### src/rtl/hw_loop_ctrl.sv
// Zero-overhead hardware loop controller: a stack of {start, end, count} frames that
// redirects the fetch PC back to a body start in the same cycle the body end executes.
module hw_loop_ctrl #(
    parameter int ADDR_W = 32,
    parameter int CNT_W  = 32,
    parameter int DEPTH  = 4,
    localparam int DW    = $clog2(DEPTH + 1)
) (
    input  logic              clock,
    input  logic              reset_n,
    input  logic [ADDR_W-1:0] pc_cur,
    input  logic [ADDR_W-1:0] pc_seq,
    input  logic              stall,
    input  logic              loop_init,
    input  logic [CNT_W-1:0]  init_count,
    input  logic [ADDR_W-1:0] init_start,
    input  logic [ADDR_W-1:0] init_end,
    input  logic              loop_break,
    output logic [ADDR_W-1:0] pc_next,
    output logic              redirect,
    output logic [DW-1:0]     depth,
    output logic              active,
    output logic [CNT_W-1:0]  iter_count,
    output logic              overflow_err
);

    localparam logic [DW-1:0]     DEPTH_MAX = DW'(DEPTH);
    localparam logic [ADDR_W-1:0] STEP      = ADDR_W'(4);
    localparam logic [CNT_W-1:0]  ONE       = CNT_W'(1);

    logic [ADDR_W-1:0] start_q [DEPTH];
    logic [ADDR_W-1:0] start_d [DEPTH];
    logic [ADDR_W-1:0] end_q   [DEPTH];
    logic [ADDR_W-1:0] end_d   [DEPTH];
    logic [CNT_W-1:0]  cnt_q   [DEPTH];
    logic [CNT_W-1:0]  cnt_d   [DEPTH];
    logic [DW-1:0]     depth_q, depth_d;
    logic              ovf_q, ovf_d;

    int                top_i, sec_i;
    logic [ADDR_W-1:0] top_start, top_end, sec_start, sec_end;
    logic [CNT_W-1:0]  top_cnt, sec_cnt;
    logic              top_vld, sec_vld;

    logic              do_push, pop_top, pop_sec, dec_top, dec_sec;
    logic [ADDR_W-1:0] pc_next_c;
    logic              redirect_c;

    assign top_vld = (depth_q != '0);
    assign sec_vld = (depth_q > DW'(1));

    // Views of the innermost frame and the one beneath it.
    always_comb begin : frame_view
        top_i     = int'(depth_q) - 1;
        sec_i     = int'(depth_q) - 2;
        top_start = '0;
        top_end   = '0;
        top_cnt   = '0;
        sec_start = '0;
        sec_end   = '0;
        sec_cnt   = '0;
        for (int i = 0; i < DEPTH; i++) begin
            if (i == top_i) begin
                top_start = start_q[i];
                top_end   = end_q[i];
                top_cnt   = cnt_q[i];
            end
            if (i == sec_i) begin
                sec_start = start_q[i];
                sec_end   = end_q[i];
                sec_cnt   = cnt_q[i];
            end
        end
    end

    // Event decode: break beats init, init beats end-match.
    always_comb begin : decide
        do_push    = 1'b0;
        pop_top    = 1'b0;
        pop_sec    = 1'b0;
        dec_top    = 1'b0;
        dec_sec    = 1'b0;
        ovf_d      = ovf_q;
        pc_next_c  = pc_seq;
        redirect_c = 1'b0;
        if (loop_break) begin
            if (top_vld) begin
                pop_top    = 1'b1;
                pc_next_c  = top_end + STEP;
                redirect_c = 1'b1;
            end
        end else if (loop_init) begin
            if (init_count == '0) begin
                pc_next_c  = init_end + STEP;
                redirect_c = 1'b1;
            end else if (depth_q < DEPTH_MAX) begin
                do_push = 1'b1;
            end else begin
                ovf_d = 1'b1;
            end
        end else if (top_vld && pc_cur == top_end) begin
            if (top_cnt > ONE) begin
                dec_top    = 1'b1;
                pc_next_c  = top_start;
                redirect_c = 1'b1;
            end else begin
                pop_top = 1'b1;
                // Shared end: the enclosing frame is evaluated in the same cycle.
                if (sec_vld && sec_end == pc_cur) begin
                    if (sec_cnt > ONE) begin
                        dec_sec    = 1'b1;
                        pc_next_c  = sec_start;
                        redirect_c = 1'b1;
                    end else begin
                        pop_sec = 1'b1;
                    end
                end
            end
        end
    end

    always_comb begin : apply
        start_d = start_q;
        end_d   = end_q;
        cnt_d   = cnt_q;
        depth_d = depth_q;
        if (do_push) depth_d = depth_q + DW'(1);
        else if (pop_sec) depth_d = depth_q - DW'(2);
        else if (pop_top) depth_d = depth_q - DW'(1);
        for (int i = 0; i < DEPTH; i++) begin
            if (do_push && i == int'(depth_q)) begin
                start_d[i] = init_start;
                end_d[i]   = init_end;
                cnt_d[i]   = init_count;
            end
            if ((pop_top && i == top_i) || (pop_sec && i == sec_i)) begin
                start_d[i] = '0;
                end_d[i]   = '0;
                cnt_d[i]   = '0;
            end
            if (dec_top && i == top_i) cnt_d[i] = cnt_q[i] - ONE;
            if (dec_sec && i == sec_i) cnt_d[i] = cnt_q[i] - ONE;
        end
    end

    always_ff @(posedge clock or negedge reset_n) begin
        if (!reset_n) begin
            for (int i = 0; i < DEPTH; i++) begin
                start_q[i] <= '0;
                end_q[i]   <= '0;
                cnt_q[i]   <= '0;
            end
            depth_q <= '0;
            ovf_q   <= 1'b0;
        end else if (!stall) begin
            start_q <= start_d;
            end_q   <= end_d;
            cnt_q   <= cnt_d;
            depth_q <= depth_d;
            ovf_q   <= ovf_d;
        end
    end

    // During reset the redirect path is forced quiet regardless of inputs.
    assign pc_next      = reset_n ? pc_next_c : pc_seq;
    assign redirect     = reset_n & redirect_c;
    assign depth        = depth_q;
    assign active       = top_vld;
    assign iter_count   = top_cnt;
    assign overflow_err = ovf_q;

endmodule

### config.mk
export PLATFORM = sky130hd
export DESIGN_NAME = hw_loop_ctrl
export DESIGN_NICKNAME = d
export VERILOG_FILES = /design/src/rtl/hw_loop_ctrl.sv
export SDC_FILE = /design/constraint.sdc
export NUM_CORES = 2
export LEC_CHECK = 0
export ABC_AREA = 1
export CORE_ASPECT_RATIO = 1.25
export CORE_MARGIN = 2
export CORE_UTILIZATION = 45
export DETAILED_ROUTE_END_ITERATION = 8
export GPL_TIMING_DRIVEN = 1
export PLACE_DENSITY = 0.74
export SLEW_MARGIN = 20
export SYNTH_ARGS = -nofsm -noshare
export SYNTH_HDL_FRONTEND = slang
export SYNTH_SLANG_ARGS = --single-unit
### constraint.sdc
create_clock -name clock -period 8 [get_ports clock]
set_input_delay 1.6 -clock clock [delete_from_list [all_inputs] [get_ports clock]]
set_output_delay 1.6 -clock clock [all_outputs]
set_load 0.1 [all_outputs]
== After elaboration in Yosys (flattened, before gate mapping) ==
Index checks and enable logic that the tools add are counted.
Word-level totals
  bits of input ports: 165
  register bits: 388
  logic and storage cells: 193
  output and inout port bits: 70
Operators by class
  reduce and logical (&&, ||, !) cells: 50
  add/sub/neg operators: 11
  $lt $le $gt $ge: 4
  eq/ne operators: 11
  bitwise logic cells: 5
  muxes and demuxes: 98
Operator list (count)
  $mux 32: 65
  $sub 32x1->32 const B: 4
  $logic_not 32->1: 3
  $add 32x3->32 const B: 2
  $eq 32x32->1: 2
  $gt 32x1->1 const B: 2
  $mux 1: 30
  $logic_and 1x1->1: 22
  $reduce_and 2->1: 9
  $eq 3x4->1 const A: 4
  $reduce_bool 4->1: 4
  $mux 3: 3
  $eq 2x4->1 const A: 2
  $reduce_bool 2->1: 4
  $eq 3x3->1 const A: 2
  $reduce_bool 3->1: 2
  $reduce_and 5->1: 1
  $logic_or 1x1->1: 4
  $not 1->1: 4
  $sub 3x1->4 const B: 1
  $sub 3x2->4 const B: 1
  $add 3x1->3 const B: 1
  $eq 2x3->1 const A: 1
  $gt 3x1->1 const B: 1
  other kinds (5): 5

== Logic depth before layout (Yosys ltp) ==
  depth in word-level cells: 18
  mapped depth: 30
  gate-level depth less buffers: 27

== Worst setup path after synthesis ==
OpenSTA, ideal clock, no wires.
  path type: register to output
  from: reg depth_q[1] (netlist: depth[1])
  to: out pc_next[15]
  stages on the path, launching flop included: 20
  path slack: -0.928 ns
  path buffers: 4
  data required time: 6.400 ns
  data arrival time: 7.328 ns
  cells stage by stage: dfrtp_1 -> inv_1 -> ha_1 -> ha_1 -> buf_4 -> inv_2 -> a21oi_4 -> nand2_2 -> clkbuf_1 -> buf_2 -> o21ai_0 -> nor2_1 -> nand2_1 -> nor2_2 -> nand3_4 -> inv_1 -> clkbuf_1 -> o21ai_0 -> nand2_1 -> a31oi_1
Between the ends
  elaborated cells on any way between the ends: 51
  classes of those cells: add/sub (3); order compare (3); eq/ne (8); mux (32); reduce/logical (5)
RTL lines
  from (decl): RTL line 37  | logic [DW-1:0] depth_q, depth_d;
  from (signal assigned): RTL line 159  | depth_q <= depth_d;
  $sub 3x1->4 *: RTL line 54  | top_i = int'(depth_q) - 1;
  $logic_not 32->1: RTL line 63  | if (i == top_i) begin
  $mux 32 (3 in series): RTL line 63
  $mux 32 *: RTL line 63
  net iter_count[28]: RTL line 23  | output logic [CNT_W-1:0] iter_count,
  $gt 32x1->1 *: RTL line 102  | if (top_cnt > ONE) begin
  $mux 32 *: RTL line 102
  $mux 32 *: RTL line 101  | end else if (top_vld && pc_cur == top_end) begin
  $mux 32 *: RTL line 92  | end else if (loop_init) begin
  $mux 32 *: RTL line 86  | if (loop_break) begin
  $mux 32 *: RTL line 165  | assign pc_next = reset_n ? pc_next_c : pc_seq;
  to (decl): RTL line 19  | output logic [ADDR_W-1:0] pc_next,
The timed path passes the listed nets; every way through them passes the cells marked *.

== Final worst setup path ==
  from: reg depth_q[0] (netlist: depth[0])
  to: out pc_next[20]
Between the ends
  word-level cells in the longest chain between the ends: 14
  elaborated cells on any way between the ends: 51
  classes of those cells: add/sub (3); order compare (3); eq/ne (8); mux (32); reduce/logical (5)
RTL lines
  $sub 3x2->4: RTL line 55  | sec_i = int'(depth_q) - 2;
  $logic_not 32->1: RTL line 68  | if (i == sec_i) begin
  $mux 32 (4 in series): RTL line 68
  $gt 32x1->1 / $eq 32x32->1 (equally long branches): RTL line 110, 109
  $mux 32 / $logic_and 1x1->1 (equally long branches): RTL line 110, 109
  $mux 32: RTL line 109  | if (sec_vld && sec_end == pc_cur) begin
  $mux 32: RTL line 102
  $mux 32: RTL line 101
  $mux 32: RTL line 92
  $mux 32 *: RTL line 86
  $mux 32 *: RTL line 165
Mark *: on every way between the ends. The rest lies on a longest branch, timed or not.

==> run_results.csv <==
group,metric,value,unit
outcome,outcome,"complete, no violations",
cells_and_area,fin_area,35400,um2
routing,vias,36100,
cells_and_area,mostFrequentLayoutCell,"nand2_1",
floorplan,core_area,68000,um2
synth,yosysTopAreaCell,"dfrtp_1",
clock_tree,post_cts_buffers,0,
critical_path,cp-end-kind,"output port",
cells_and_area,area_delta_synth_final,14.7,%
placed_design,port_buffers,234,
clock_tree,holdBufCountCts,0,
synth,yosys_most_used_dff,"dfrtp_1",
grt,grt_pass1_wl,210000,um
sta,holdWs,0.490,ns
floorplan,die_area,70800,um2
critical_path,r2r_setup_slack,1.27,ns
critical_path,worstSetupEndpoint,"pc_next[20]",
floorplan,die_y,297,um
synth,yosys-top-cells-area,"dfrtp_1, nand2_1, nand3_1",
synth,synth_fp_nets,5251,
grt,grt.overflow.total,0,
synth,synth_seq_cells,388,
sta,tns,0,ns
sta,tightest_slew,1.15,ns
pwr,p_leak,18.1,nW
clock_tree,cts_sinks,388,
synth,synth_top_area_share,0.314,
synth,syn_inst,5069,
synth,synth_edf_count,0,
pwr,ir_drop,0.000355,V
floorplan,std_cell_rows,107,
routing,drc_errors,0,
grt,grt_usage,0.389,
clock_tree,cts_root_buf,"clkbuf_16",
cells_and_area,fillCellCount,7027,
grt,grt_max_degree,181,
sta,fin_worst_skew,0.0216,ns
cells_and_area,layout.nets,5301,
sta,fin_crit,7.92,ns
sta,fmax,0.126,GHz
cells_and_area,drive_gt1_frac,0.0584,
critical_path,startpoint,"depth[0]",
pwr,p_per_area,434,nW/um2
routing,ant_nets,0,
synth,synthesis.area,30900,um2
clock_tree,clkTransAtPathRegs,0.06,ns
critical_path,crit_arrival,6.32,ns
floorplan,die_w,238,um
critical_path,reg2reg_from,"depth[0]",
cells_and_area,layout_common_cells,"nand2_1, nand3_1, nor2_1",
routing,wl_per_cell,23.4,um
floorplan,initial_core_util,0.454,
synth,synthArstFlopShare,1.00,
routing,drt-vias-per-instance,5.99,
synth,ys_seq_area_frac,0.314,
routing,drt_first_pass_iters,7,
placed_design,globalplace.congestion,1.09,
synth,ys_warn_count,0,
sta,setup_viol,0,
sta,hold_viol,0,
critical_path,critical_path.max_fanout,19,
floorplan,ioPinCount,235,
placed_design,hpwl,100000,um
critical_path,worst_ep_required_time,6.40,ns
min_path,worstHoldPathType,"flop to flop",
routing,drt-total-wl,141000,um
grt,antenna_found_initial,6,
clock_tree,cts_buffer_depth,3,
run,max_cap_viol_count,0,
cells_and_area,utilization,0.521,
sta,max-slew-margin-rel,0.228,
grt,first_global_vias,33000,
routing,drt_iter0_markers,5136,
critical_path,worstSetupStartpointType,"flop",
synth,synth.distinct_cells,56,
pwr,p_total,0.0154,W
sta,drv_slew,0,
clock_tree,htree_levels,2,
placed_design,dpl-instance-area,34000,um2
clock_tree,cts_tree,"yes",
critical_path,path_class,"flop to output port",
clock_tree,numCtsBuffers,44,
synth,synth_area_per_cell,6.09,um2
critical_path,timing.rr.end,"cnt_q[29]",
sta,fin_crit_sh,0.990,
critical_path,reg2regPathDepth,21,
clock_tree,clk_latency,0.61,ns
sta,rsz0062_at_grt,"false",
==> cells in the mapped netlist, types with 15 or more instances <==
cell / n
nand2_1: 2013
nand3_1: 488
nor2_1: 405
dfrtp_1: 388
inv_1: 360
o21ai_1: 283
o21ai_0: 188
clkbuf_1: 138
buf_2: 105
nand4_1: 92
xor2_1: 86
a21oi_1: 79
o211ai_1: 55
nor3_1: 46
a221oi_1: 38
buf_1: 37
o31ai_1: 27
xnor2_1: 24
nor4_1: 23
buf_4: 22
or2_2: 20
ha_1: 17
nand2_2: 15
==> power breakdown <==
| group | total, W | internal, W | switching, W |
|---|---|---|---|
| Combinational | 0.00954 | 0.00259 | 0.00696 |
| Sequential | 0.00375 | 0.00282 | 0.000927 |
| Clock | 0.00208 | 0.00115 | 0.000933 |
| Total | 0.0154 | 0.00655 | 0.00882 |
==> area by class of cell <==
cell class	count	area (um2)	share of cell area
clock inverters	13	120	0.00339
repair buffers	316	3280	0.0926
clock buffers	67	1320	0.0372
well taps	872	1090	0.0308
diodes	6	15.0	0.000424
multi-input cells	3994	18500	0.522
inverters	375	1410	0.0399
flip-flops and latches	388	9710	0.274
==> registers in the layout, summed over array words and instances (netlist names) <==
signal,count
cnt_q,128
depth,3
end_q,128
overflow_err,1
start_q,128
==> worst min-delay path by stage <==
stage | to | from | depth (start not counted) | slack (ns)
finish | end_q[33] | end_q[33] | 2 | 0.49
global route | end_q[105] | end_q[105] | 2 | 0.51
detailed placement | end_q[116] | end_q[116] | 2 | 0.48
CTS | end_q[54] | end_q[54] | 2 | 0.49
floorplan | end_q[102] | end_q[102] | 2 | 0.46
global placement | end_q[122] | end_q[122] | 2 | 0.47
==> repair_timing <==
| item | CTS | global route |
|---|---|---|
| resized for setup | 0 | 3 |
| endpoints found under the setup margin | 0 | 6 |
| hold endpoints to repair | 0 | 0 |
==> layer usage <==
metal  up-vias  GRT usage  wire length [um]
met5         -          0                13
met4         2      0.264             11600
met3       507     0.0856             15600
met2      2323      0.595             61600
met1     16700      0.489             52100
li1      16500          -                 -
==> logic make-up (layout without fill, tap and decap cells) <==
kind of cell,Yosys count,in the layout,synth area share
and+or+nand+nor,3138,3138,0.420
other,0,6,0
DFF,388,388,0.314
buffers and inverters,687,771,0.0924
AOI/OAI and AO/OA,729,729,0.135
xor gates and xnor gates,110,110,0.0312
adders and majority gates,17,17,0.00689
==> critical path: stages (launching register included) <==
cell and delay [ns]:
dfrtp_1 0.45, inv_1 0.18, ha_2 0.52, nand2_1 0.13, nor2_2 0.16, nand2_1 0.60
o21ai_1 0.42, nand2_1 0.20, nand3_1 0.13, nand2_1 0.06, nor2_1 0.08, nand2_1 0.07
nor2_1 0.16, nand3_1 0.37, nor3_4 0.53, nand2_1 0.39, o21ai_0 0.53, nand2_1 0.26
o211ai_1 0.17, a21oi_2 0.11, buf_12 0.17
==> metrics by stage <==
step	setup slack (ns)	instances
finish	0.0821	6031
global route	0.0815	6029
CTS	0.133	6025
detailed placement	0.720	5945
global placement	0.686	5945
floorplan	0.00931	5069
Note: power is estimated with default switching activity, not from simulation.
